===== src/rtl/riscv_store_pkg.sv =====
// Shared constants and types for the store sequencer: store funct3 codes,
// byte-lane base masks and the sequencer state encoding.
package riscv_store_pkg;

  localparam logic [6:0] OPC_STORE = 7'h23;

  localparam logic [2:0] F3_SB = 3'b000;
  localparam logic [2:0] F3_SH = 3'b001;
  localparam logic [2:0] F3_SW = 3'b010;

  localparam logic [3:0] MASK_B = 4'b0001;
  localparam logic [3:0] MASK_H = 4'b0011;
  localparam logic [3:0] MASK_W = 4'b1111;

  typedef enum logic [1:0] {
    IDLE  = 2'd0,
    BEAT0 = 2'd1,
    BEAT1 = 2'd2
  } seq_state_t;

endpackage


===== src/rtl/store_sequencer_if.sv =====
// Store request channel and memory write-beat channel of the store sequencer.
// Both channels are valid/ready: a transfer happens on a rising edge where
// valid & ready are both high; once valid is raised, the payload holds until that edge.
interface store_sequencer_if;
  logic        req_valid;
  logic        req_ready;
  logic [2:0]  req_funct3;
  logic [31:0] req_addr;
  logic [31:0] req_data;

  logic        mem_valid;
  logic        mem_ready;
  logic [31:0] mem_addr;
  logic [31:0] mem_wdata;
  logic [3:0]  mem_we;

  modport master (
    output req_valid, req_funct3, req_addr, req_data,
    input  req_ready,
    input  mem_valid, mem_addr, mem_wdata, mem_we,
    output mem_ready
  );

  modport slave (
    input  req_valid, req_funct3, req_addr, req_data,
    output req_ready,
    output mem_valid, mem_addr, mem_wdata, mem_we,
    input  mem_ready
  );
endinterface


===== src/rtl/store_lane_align.sv =====
// Combinational byte-lane alignment: expands a store into an 8-bit mask and
// 64-bit shifted data spanning the addressed word and the one after it.
module store_lane_align
  import riscv_store_pkg::*;
(
  input  logic [2:0]  funct3,
  input  logic [1:0]  off,
  input  logic [31:0] data,
  output logic [7:0]  m8,
  output logic [63:0] d64,
  output logic        legal
);

  logic [3:0] base;

  always_comb begin
    legal = 1'b1;
    base  = MASK_W;
    case (funct3)
      F3_SB:   base = MASK_B;
      F3_SH:   base = MASK_H;
      F3_SW:   base = MASK_W;
      default: begin
        base  = 4'b0000;
        legal = 1'b0;
      end
    endcase
    m8  = {4'b0000, base} << off;
    d64 = {32'b0, data} << {off, 3'b000};
  end

endmodule


===== src/rtl/store_sequencer.sv =====
// Turns store requests into one or two aligned word-write beats.
// Word-crossing stores are split only when STORE_SEQ_MISALIGN_EN is defined;
// otherwise they are rejected with an err pulse.
module store_sequencer
  import riscv_store_pkg::*;
#(
  parameter int CNT_W  = 16,
  parameter int ADDR_W = 32
) (
  input  logic             clk,
  input  logic             rst_n,
  store_sequencer_if.slave bus,
  output logic             done,
  output logic             err,
  output logic [CNT_W-1:0] store_count,
  output seq_state_t       dbg_state
);

  seq_state_t        state;
  logic [2:0]        r_funct3;
  logic [ADDR_W-1:0] r_addr;
  logic [31:0]       r_data;

  logic [2:0]  a_funct3;
  logic [1:0]  a_off;
  logic [31:0] a_data;
  logic [7:0]  m8;
  logic [63:0] d64;
  logic        legal;
  logic        split_bad;

  assign bus.req_ready = (state == IDLE);
  assign dbg_state     = state;

  // While idle the aligner looks at the incoming request so the first beat can
  // be registered at accept; afterwards it works from the latched request.
  always_comb begin
    if (state == IDLE) begin
      a_funct3 = bus.req_funct3;
      a_off    = bus.req_addr[1:0];
      a_data   = bus.req_data;
    end else begin
      a_funct3 = r_funct3;
      a_off    = r_addr[1:0];
      a_data   = r_data;
    end
  end

  store_lane_align u_align (
    .funct3 (a_funct3),
    .off    (a_off),
    .data   (a_data),
    .m8     (m8),
    .d64    (d64),
    .legal  (legal)
  );

`ifdef STORE_SEQ_MISALIGN_EN
  assign split_bad = 1'b0;
`else
  logic unused_hi;
  assign split_bad = |m8[7:4];
  assign unused_hi = ^d64[63:32];
`endif

  always_ff @(posedge clk or negedge rst_n) begin
    if (!rst_n) begin
      state         <= IDLE;
      bus.mem_valid <= 1'b0;
      bus.mem_addr  <= '0;
      bus.mem_wdata <= '0;
      bus.mem_we    <= '0;
      done          <= 1'b0;
      err           <= 1'b0;
      store_count   <= '0;
      r_funct3      <= '0;
      r_addr        <= '0;
      r_data        <= '0;
    end else begin
      done <= 1'b0;
      err  <= 1'b0;
      case (state)
        IDLE: begin
          if (bus.req_valid) begin
            r_funct3 <= bus.req_funct3;
            r_addr   <= bus.req_addr;
            r_data   <= bus.req_data;
            if (!legal || split_bad) begin
              err <= 1'b1;
            end else begin
              state         <= BEAT0;
              bus.mem_valid <= 1'b1;
              bus.mem_addr  <= {bus.req_addr[31:2], 2'b00};
              bus.mem_we    <= m8[3:0];
              bus.mem_wdata <= d64[31:0];
            end
          end
        end
        BEAT0: begin
          if (bus.mem_ready) begin
`ifdef STORE_SEQ_MISALIGN_EN
            if (|m8[7:4]) begin
              state         <= BEAT1;
              bus.mem_addr  <= bus.mem_addr + 32'd4;
              bus.mem_we    <= m8[7:4];
              bus.mem_wdata <= d64[63:32];
            end else begin
              state         <= IDLE;
              bus.mem_valid <= 1'b0;
              bus.mem_we    <= '0;
              done          <= 1'b1;
              store_count   <= store_count + 1'b1;
            end
`else
            state         <= IDLE;
            bus.mem_valid <= 1'b0;
            bus.mem_we    <= '0;
            done          <= 1'b1;
            store_count   <= store_count + 1'b1;
`endif
          end
        end
`ifdef STORE_SEQ_MISALIGN_EN
        BEAT1: begin
          if (bus.mem_ready) begin
            state         <= IDLE;
            bus.mem_valid <= 1'b0;
            bus.mem_we    <= '0;
            done          <= 1'b1;
            store_count   <= store_count + 1'b1;
          end
        end
`endif
        default: begin
          state         <= IDLE;
          bus.mem_valid <= 1'b0;
          bus.mem_we    <= '0;
        end
      endcase
    end
  end

endmodule


===== src/flat_wrapper.sv =====
// flat-port wrapper written by rule: the top's interface ports become plain ports
module store_sequencer_flat import riscv_store_pkg::*;
#(
  parameter int CNT_W  = 16,
  parameter int ADDR_W = 32
)
  (clk, rst_n, done, err, store_count, dbg_state, bus_req_valid, bus_req_funct3, bus_req_addr, bus_req_data, bus_req_ready, bus_mem_valid, bus_mem_addr, bus_mem_wdata, bus_mem_we, bus_mem_ready);
  store_sequencer_if bus_i ();
  input  logic clk;
  input  logic rst_n;
  output logic done;
  output logic err;
  output logic [CNT_W-1:0] store_count;
  output seq_state_t dbg_state;
  input wire logic [$bits(bus_i.req_valid)-1:0] bus_req_valid;
  input wire logic [$bits(bus_i.req_funct3)-1:0] bus_req_funct3;
  input wire logic [$bits(bus_i.req_addr)-1:0] bus_req_addr;
  input wire logic [$bits(bus_i.req_data)-1:0] bus_req_data;
  output wire logic [$bits(bus_i.req_ready)-1:0] bus_req_ready;
  output wire logic [$bits(bus_i.mem_valid)-1:0] bus_mem_valid;
  output wire logic [$bits(bus_i.mem_addr)-1:0] bus_mem_addr;
  output wire logic [$bits(bus_i.mem_wdata)-1:0] bus_mem_wdata;
  output wire logic [$bits(bus_i.mem_we)-1:0] bus_mem_we;
  input wire logic [$bits(bus_i.mem_ready)-1:0] bus_mem_ready;
  assign bus_i.req_valid = bus_req_valid;
  assign bus_i.req_funct3 = bus_req_funct3;
  assign bus_i.req_addr = bus_req_addr;
  assign bus_i.req_data = bus_req_data;
  assign bus_req_ready = bus_i.req_ready;
  assign bus_mem_valid = bus_i.mem_valid;
  assign bus_mem_addr = bus_i.mem_addr;
  assign bus_mem_wdata = bus_i.mem_wdata;
  assign bus_mem_we = bus_i.mem_we;
  assign bus_i.mem_ready = bus_mem_ready;
  store_sequencer #(.CNT_W(CNT_W), .ADDR_W(ADDR_W)) u_core (.clk(clk), .rst_n(rst_n), .bus(bus_i), .done(done), .err(err), .store_count(store_count), .dbg_state(dbg_state));
endmodule

===== config.mk =====
export PLATFORM = sky130hd
export DESIGN_NAME = store_sequencer_flat
export DESIGN_NICKNAME = d
export VERILOG_FILES = /design/src/rtl/riscv_store_pkg.sv /design/src/rtl/store_sequencer_if.sv /design/src/rtl/store_lane_align.sv /design/src/rtl/store_sequencer.sv /design/src/flat_wrapper.sv
export SDC_FILE = /design/constraint.sdc
export NUM_CORES = 1
export LEC_CHECK = 0
export CAP_MARGIN = 30
export CORE_MARGIN = 2
export CORE_UTILIZATION = 44
export CTS_BUF_LIST = sky130_fd_sc_hd__clkbuf_16
export CTS_CLUSTER_DIAMETER = 60
export CTS_CLUSTER_SIZE = 8
export DETAILED_ROUTE_END_ITERATION = 8
export GPL_TIMING_DRIVEN = 0
export HOLD_SLACK_MARGIN = 0.05
export PLACE_DENSITY_LB_ADDON = 0.1
export SLEW_MARGIN = 40
export SYNTH_ARGS = -nofsm -noshare
export SYNTH_HDL_FRONTEND = slang
export SYNTH_SLANG_ARGS = --single-unit

===== constraint.sdc =====
create_clock -name clk -period 2.1 [get_ports clk]
set_clock_uncertainty 0.2 [all_clocks]
set_input_delay 0.63 -clock clk [delete_from_list [all_inputs] [get_ports clk]]
set_output_delay 0.63 -clock clk [all_outputs]
set_load 0.05 [all_outputs]

# After elaboration in Yosys (flattened, before gate mapping)
# Index checks and enable logic that the tools add are counted.
# word_totals
ff_bits	124
in_bits	71
out_inout_bits	90
wordCells	53
# op_classes
n_addsub	1
n_eq_ne	6
n_shift	2
n_mux	22
n_bitwise	1
reduce_logical	10
# op_table
op	n
two-way mux 32 bit	1
<< shifter 32 x 5 -> 32 bit	1
adder 16 x 1 -> 16 bit, second input constant	1
two-way mux 4 bit	3
one-hot mux 4 bit (3 select lines)	1
two-way mux 1 bit	9
two-way mux 2 bit	4
one-hot mux 4 bit (2 select lines)	1
<< shifter 4 x 2 -> 8 bit	1
!= test 2 bit, second input constant	3
AND reduction 3 bit	2
one-hot mux 2 bit (2 select lines)	1
AND reduction 2 bit	2
OR reduction 4 bit	1
== test 3 x 1 -> 1 bit, second input constant	1
== test 3 x 2 -> 1 bit, second input constant	1
logical NOT 3 bit	1
two-way mux 3 bit	1
OR reduction 3 bit	1
== test 2 x 1 -> 1 bit, second input constant	1
logical NOT 2 bit	1
one-hot mux 1 bit (2 select lines)	1
logical NOT 1 bit	1
logical OR 1 bit	1
inverter 1 bit	1

# Logic depth before layout (Yosys ltp)
# depth
word_depth	10
ltp_mapped	7
ltp_nobuf	5

# Cells and area by module
# Synthesis repeated with hierarchy kept, for this count alone.
# unflattened
hier_cells	484
hier_area_um2	6040.8
# by_module_without_submodules
mod	instances	cells_each	area_per_inst_um2	seq_area_each_um2
store_sequencer	1	337	5064.9	3052.9
store_lane_align	1	147	975.9	0.0

# Worst setup path after synthesis
# Ideal clock, no wire load.
# synth_path
path_type	register to register
startpoint	reg u_core.state[0], in the netlist u_core.dbg_state[0]
endpoint	reg u_core.bus.mem_addr[13]
t_arrival_ps	2078
required_time_ps	1775
path_slack_ps	-303
stages_incl_launch_ff	8
n_path_buf	3
synth_period_minus_slack_ps	2403
path_cell_list	dfrtp_1 -> buf_6 -> mux2i_2 -> a21oi_1 -> o21a_1 -> buf_6 -> buf_6 -> mux2_4
# synth_between
elab_chain_len	9
# synth_rtl
element	line	source
start, declared	store_sequencer.sv:19	seq_state_t state;
start signal, assigned	store_sequencer.sv:68	state <= IDLE;
start signal, assigned	store_sequencer.sv:91	state <= BEAT0;
start signal, assigned	store_sequencer.sv:115	state <= IDLE;
logical NOT 2 bit (*)	store_sequencer.sv:38, store_sequencer.sv:82	
two-way mux 3 bit	store_sequencer.sv:38	if (state == IDLE) begin
== test 3 x 2 -> 1 bit, or another cell as far along	store_lane_align.sv:19	case (funct3)
one-hot mux 4 bit (3 select lines) / OR reduction 3 bit (equally long branches)	n/a	
<< shifter 4 x 2 -> 8 bit / two-way mux 1 bit (equally long branches)	store_lane_align.sv:28, store_lane_align.sv:19	
OR reduction 4 bit / logical NOT 1 bit (equally long branches)	store_sequencer.sv:62, store_sequencer.sv:88	
logical OR 1 bit	store_sequencer.sv:88	if (!legal || split_bad) begin
inverter 1 bit (no source line)	n/a	
AND reduction 3 bit (no source line) (*)	n/a	
end signal, assigned	store_sequencer.sv:93	bus.mem_addr <= {bus.req_addr[31:2], 2'b00};
end, declared	store_sequencer_if.sv:27	output mem_valid, mem_addr, mem_wdata, mem_we,
# Mark *: on every way between the ends. The rest lies on a longest branch, timed or not.
# A chain may end at the register's enable or synchronous reset.

# Worst setup path in the final report
# layout_path
startpoint	reg u_core.state[0], in the netlist u_core.dbg_state[0]
endpoint	out bus_req_ready
# layout_between
elab_chain_len	1
# layout_rtl
element	line	source
logical NOT 2 bit	store_sequencer.sv:32	assign bus.req_ready = (state == IDLE);
end, declared	flat_wrapper.sv:19	output wire logic [$bits(bus_i.req_ready)-1:0] bus_req_ready;
# Every way passes these cells.

==> flow_summary.json <==
{
  "busiest_layer": "met2",
  "yosys_warnings": 0,
  "p_clk_frac": 0.193,
  "clkLatencyLatePin_ps": 410,
  "drc": 0,
  "stdcell_area_um2": 9041,
  "dp_slack_ps": -718.9,
  "postLayoutSetupSlackWorst_ps": -176.7,
  "reg2reg_slack_ps": -170,
  "synthCells": 448,
  "cts_tree": "built",
  "reg2reg_to": "u_core.bus.mem_wdata[28]",
  "slew_headroom": 0.5450,
  "ys_seq_area_frac": 0.5166,
  "cp_common_cell": "buf_8",
  "pwr_density_cell_nw_per_um2": 1545,
  "post-synth-top-area-cell": "dfrtp_1",
  "grt.total_usage": 0.2311,
  "endpoint": "bus_req_ready",
  "grt_antenna_before_repair": 0,
  "synthFlopType": "dfrtp_1",
  "final.fill_count": 1004,
  "yosys-top-cells-count": "dfrtp_1 (122), mux2_2 (83), mux2i_1 (60)",
  "slowest_stage": "dfrtp_2",
  "grt_pass1_vias": 4655,
  "clock.fmax_mhz": 439.2,
  "critical_path.cell_chain": "buf_12 > buf_4 > inv_4 > buf_8 > buf_8",
  "fin_crit_sh": 1.084,
  "cts_made_buffers": 17,
  "switching_share": 0.4243,
  "ys_seq_elements": 122,
  "finalCoreUtilization": 0.6854,
  "core.rowCount": 42,
  "placed_area_um2": 7756,
  "grtUsageMet3": 0.06036,
  "grtUsageMet2": 0.3661,
  "power_mw": 13.97,
  "synth_edf_count": 0,
  "intPower_mw": 8.042,
  "crit_path_max_incr_delay_ps": 440,
  "totalWireLength_um": 15920,
  "avgSynthCellArea_um2": 13.19,
  "synthTopCellsByArea": "dfrtp_1 (52%), mux2_2 (16%), mux2i_1 (10%)",
  "drt-initial-drc-count": 255,
  "htreeDepth": 4,
  "drt-pass1-iter-count": 4,
  "ant_nets": 0,
  "seq_power_share": 0.276,
  "n_antenna_cell": 0,
  "r2r_cells": 8,
  "die_w_um": 119.9,
  "synth_cell_types": 34,
  "violations": "negative setup slack",
  "synth_top_cell_area_share": 0.5166,
  "hold_ws_ps": 265.6,
  "ir_worst_vdd_mv": 0.8294,
  "io_buffers": 156,
  "hold_class": "reg -> reg",
  "gr-total-overflow": 0,
  "fp.dieH_um": 119.9,
  "wire_per_inst_um": 18.84,
  "worstPathArrival_ps": 1450,
  "timing_worst_setup_path_type": "reg -> out",
  "path_depth": 5,
  "worstSetupStartpointType": "flop",
  "slew_violations": 0,
  "reg2reg_from": "u_core.dbg_state[0]",
  "post-dp-hpwl_um": 10840,
  "p_sw_mw": 5.927,
  "setup_viol": 70,
  "startpoint": "u_core.dbg_state[0]",
  "synth_area_um2": 5909,
  "cts.sinks": 122,
  "cap_violations": 0,
  "cp_top_family": "buffers and inverters",
  "cts_root_buffer": "clkbuf_16",
  "gr-usage-met1": 0.3014,
  "initial_utilization": 0.4480,
  "status": "finished, violations left",
  "hold_viol_final": 0,
  "tightestPinTransition_ps": 682.5,
  "postSynth.asyncResetShare": 1.000,
  "period_minus_slack_ps": 2277,
  "area_growth_pct": 53.00,
  "core_area_um2": 13190,
  "grt_pass1_wl_um": 25220,
  "required_ps": 1270,
  "clock_path_buffers": 2,
  "rsz0062_at_grt": "yes",
  "path_max_fanout": 7,
  "layout.nets": 728,
  "cp-end-kind": "output pin",
  "leakage_nw": 4.094,
  "path_buf_inv": 5,
  "drive_gt1_frac": 0.4499,
  "die-area_um2": 14370,
  "via_per_inst": 5.200,
  "clkTransAtPathRegs_ps": 50,
  "combPwrFrac": 0.531,
  "grt_max_degree": 67,
  "yosys.cell_count.top_type": "dfrtp_1",
  "io_pins": 161,
  "route.vias.total": 4394,
  "gp_congestion": 0.8390
}
==> cell type report <==
| cell class | instances | area, um^2 | share of cell area |
|---|---|---|---|
| repair buffers | 189 | 1956 | 0.2163 |
| multi-input cells | 287 | 2920 | 0.3230 |
| clock buffers | 17 | 425.4 | 0.04705 |
| clock inverters | 15 | 117.6 | 0.01301 |
| plain buffers | 28 | 304.0 | 0.03363 |
| flip-flops and latches | 122 | 3054 | 0.3378 |
| well taps | 176 | 220.2 | 0.02436 |
| inverters | 11 | 43.79 | 0.004844 |
==> layer usage <==
metal  share of wire  routed length [um]
met4           0.028                 445
met2            0.48                7570
met3           0.059                 942
met5               0                   0
met1            0.44                6958
==> timing repair <==
| action | in CTS | in global routing |
|---|---|---|
| setup endpoints to repair | 167 | 98 |
| gates cloned | 4 | 0 |
| buffers inserted | 18 | 10 |
| pin swaps | 2 | 3 |
| hold buffers | 1 | 0 |
| resized for setup | 350 | 41 |
| hold endpoints to repair | 65 | 0 |
==> sequential cells by signal, indices dropped and copies added (netlist names), 2 cells and up <==
name	flops
u_core.store_count	16
u_core.bus.mem_we	4
u_core.r_addr	2
u_core.bus.mem_addr	30
u_core.r_data	32
u_core.bus.mem_wdata	32
u_core.r_funct3	3
==> power groups by stage <==
stage                     Sequential (mW)  Combinational [mW]  Clock [mW]
after global routing                 3.97                7.74        2.86
after CTS                            3.84                7.35        2.75
after detailed placement             3.83                6.82           0
after global placement               3.77                6.75           0
final                                3.86                7.41        2.70
after floorplan                      6.12                2.26           0
==> metrics by stage <==
stage          TNS [ps]  instances
2_1_floorplan     -4142        450
3_3_place_gp    -632760        782
3_5_place_dp     -56010        783
4_1_cts           -5928        836
5_1_grt          -13030        845
6_report          -7510        845
==> cells by family (layout without fill, tap and decap cells) <==
family / count (synthesis) / count (layout) / share of synthesized area
compound gates: 38 / 38 / 0.04701
xor+xnor: 15 / 15 / 0.02223
fa+ha+maj: 1 / 1 / 0.002117
buf+inv: 41 / 260 / 0.03853
flops: 122 / 122 / 0.5166
mux: 165 / 165 / 0.3178
other cells: 1 / 3 / 0.0006346
simple gates: 65 / 65 / 0.05505
==> how the worst min path moves through the flow <==
stage / startpoint / end / slack (ps) / cells after the start
after floorplan: rst_n / u_core.bus.mem_addr[10] / 130 / 0
after global placement: u_core.store_count[15] / u_core.store_count[15] / 260 / 1
after detailed placement: u_core.store_count[15] / u_core.store_count[15] / 260 / 1
after CTS: u_core.store_count[15] / u_core.store_count[15] / 270 / 1
after global routing: u_core.store_count[15] / u_core.store_count[15] / 310 / 1
final: u_core.store_count[15] / u_core.store_count[15] / 270 / 1
==> placed cells by master, fill, tap and decap left out, types with 8 or more instances in the layout <==
master and instances:
nor2_1 10, dfrtp_1 121, nand2_1 17, xnor2_1 13
clkdlybuf4s50_1 65, buf_4 23, a211oi_1 15, buf_2 8
inv_1 13, clkbuf_16 17, mux2i_4 12, mux2i_1 48
buf_12 8, clkbuf_2 17, clkdlybuf4s15_2 64, buf_8 9
nor2b_1 16, buf_6 9, mux2_4 40, mux2_2 61
Power figures use the tool's default switching activity.
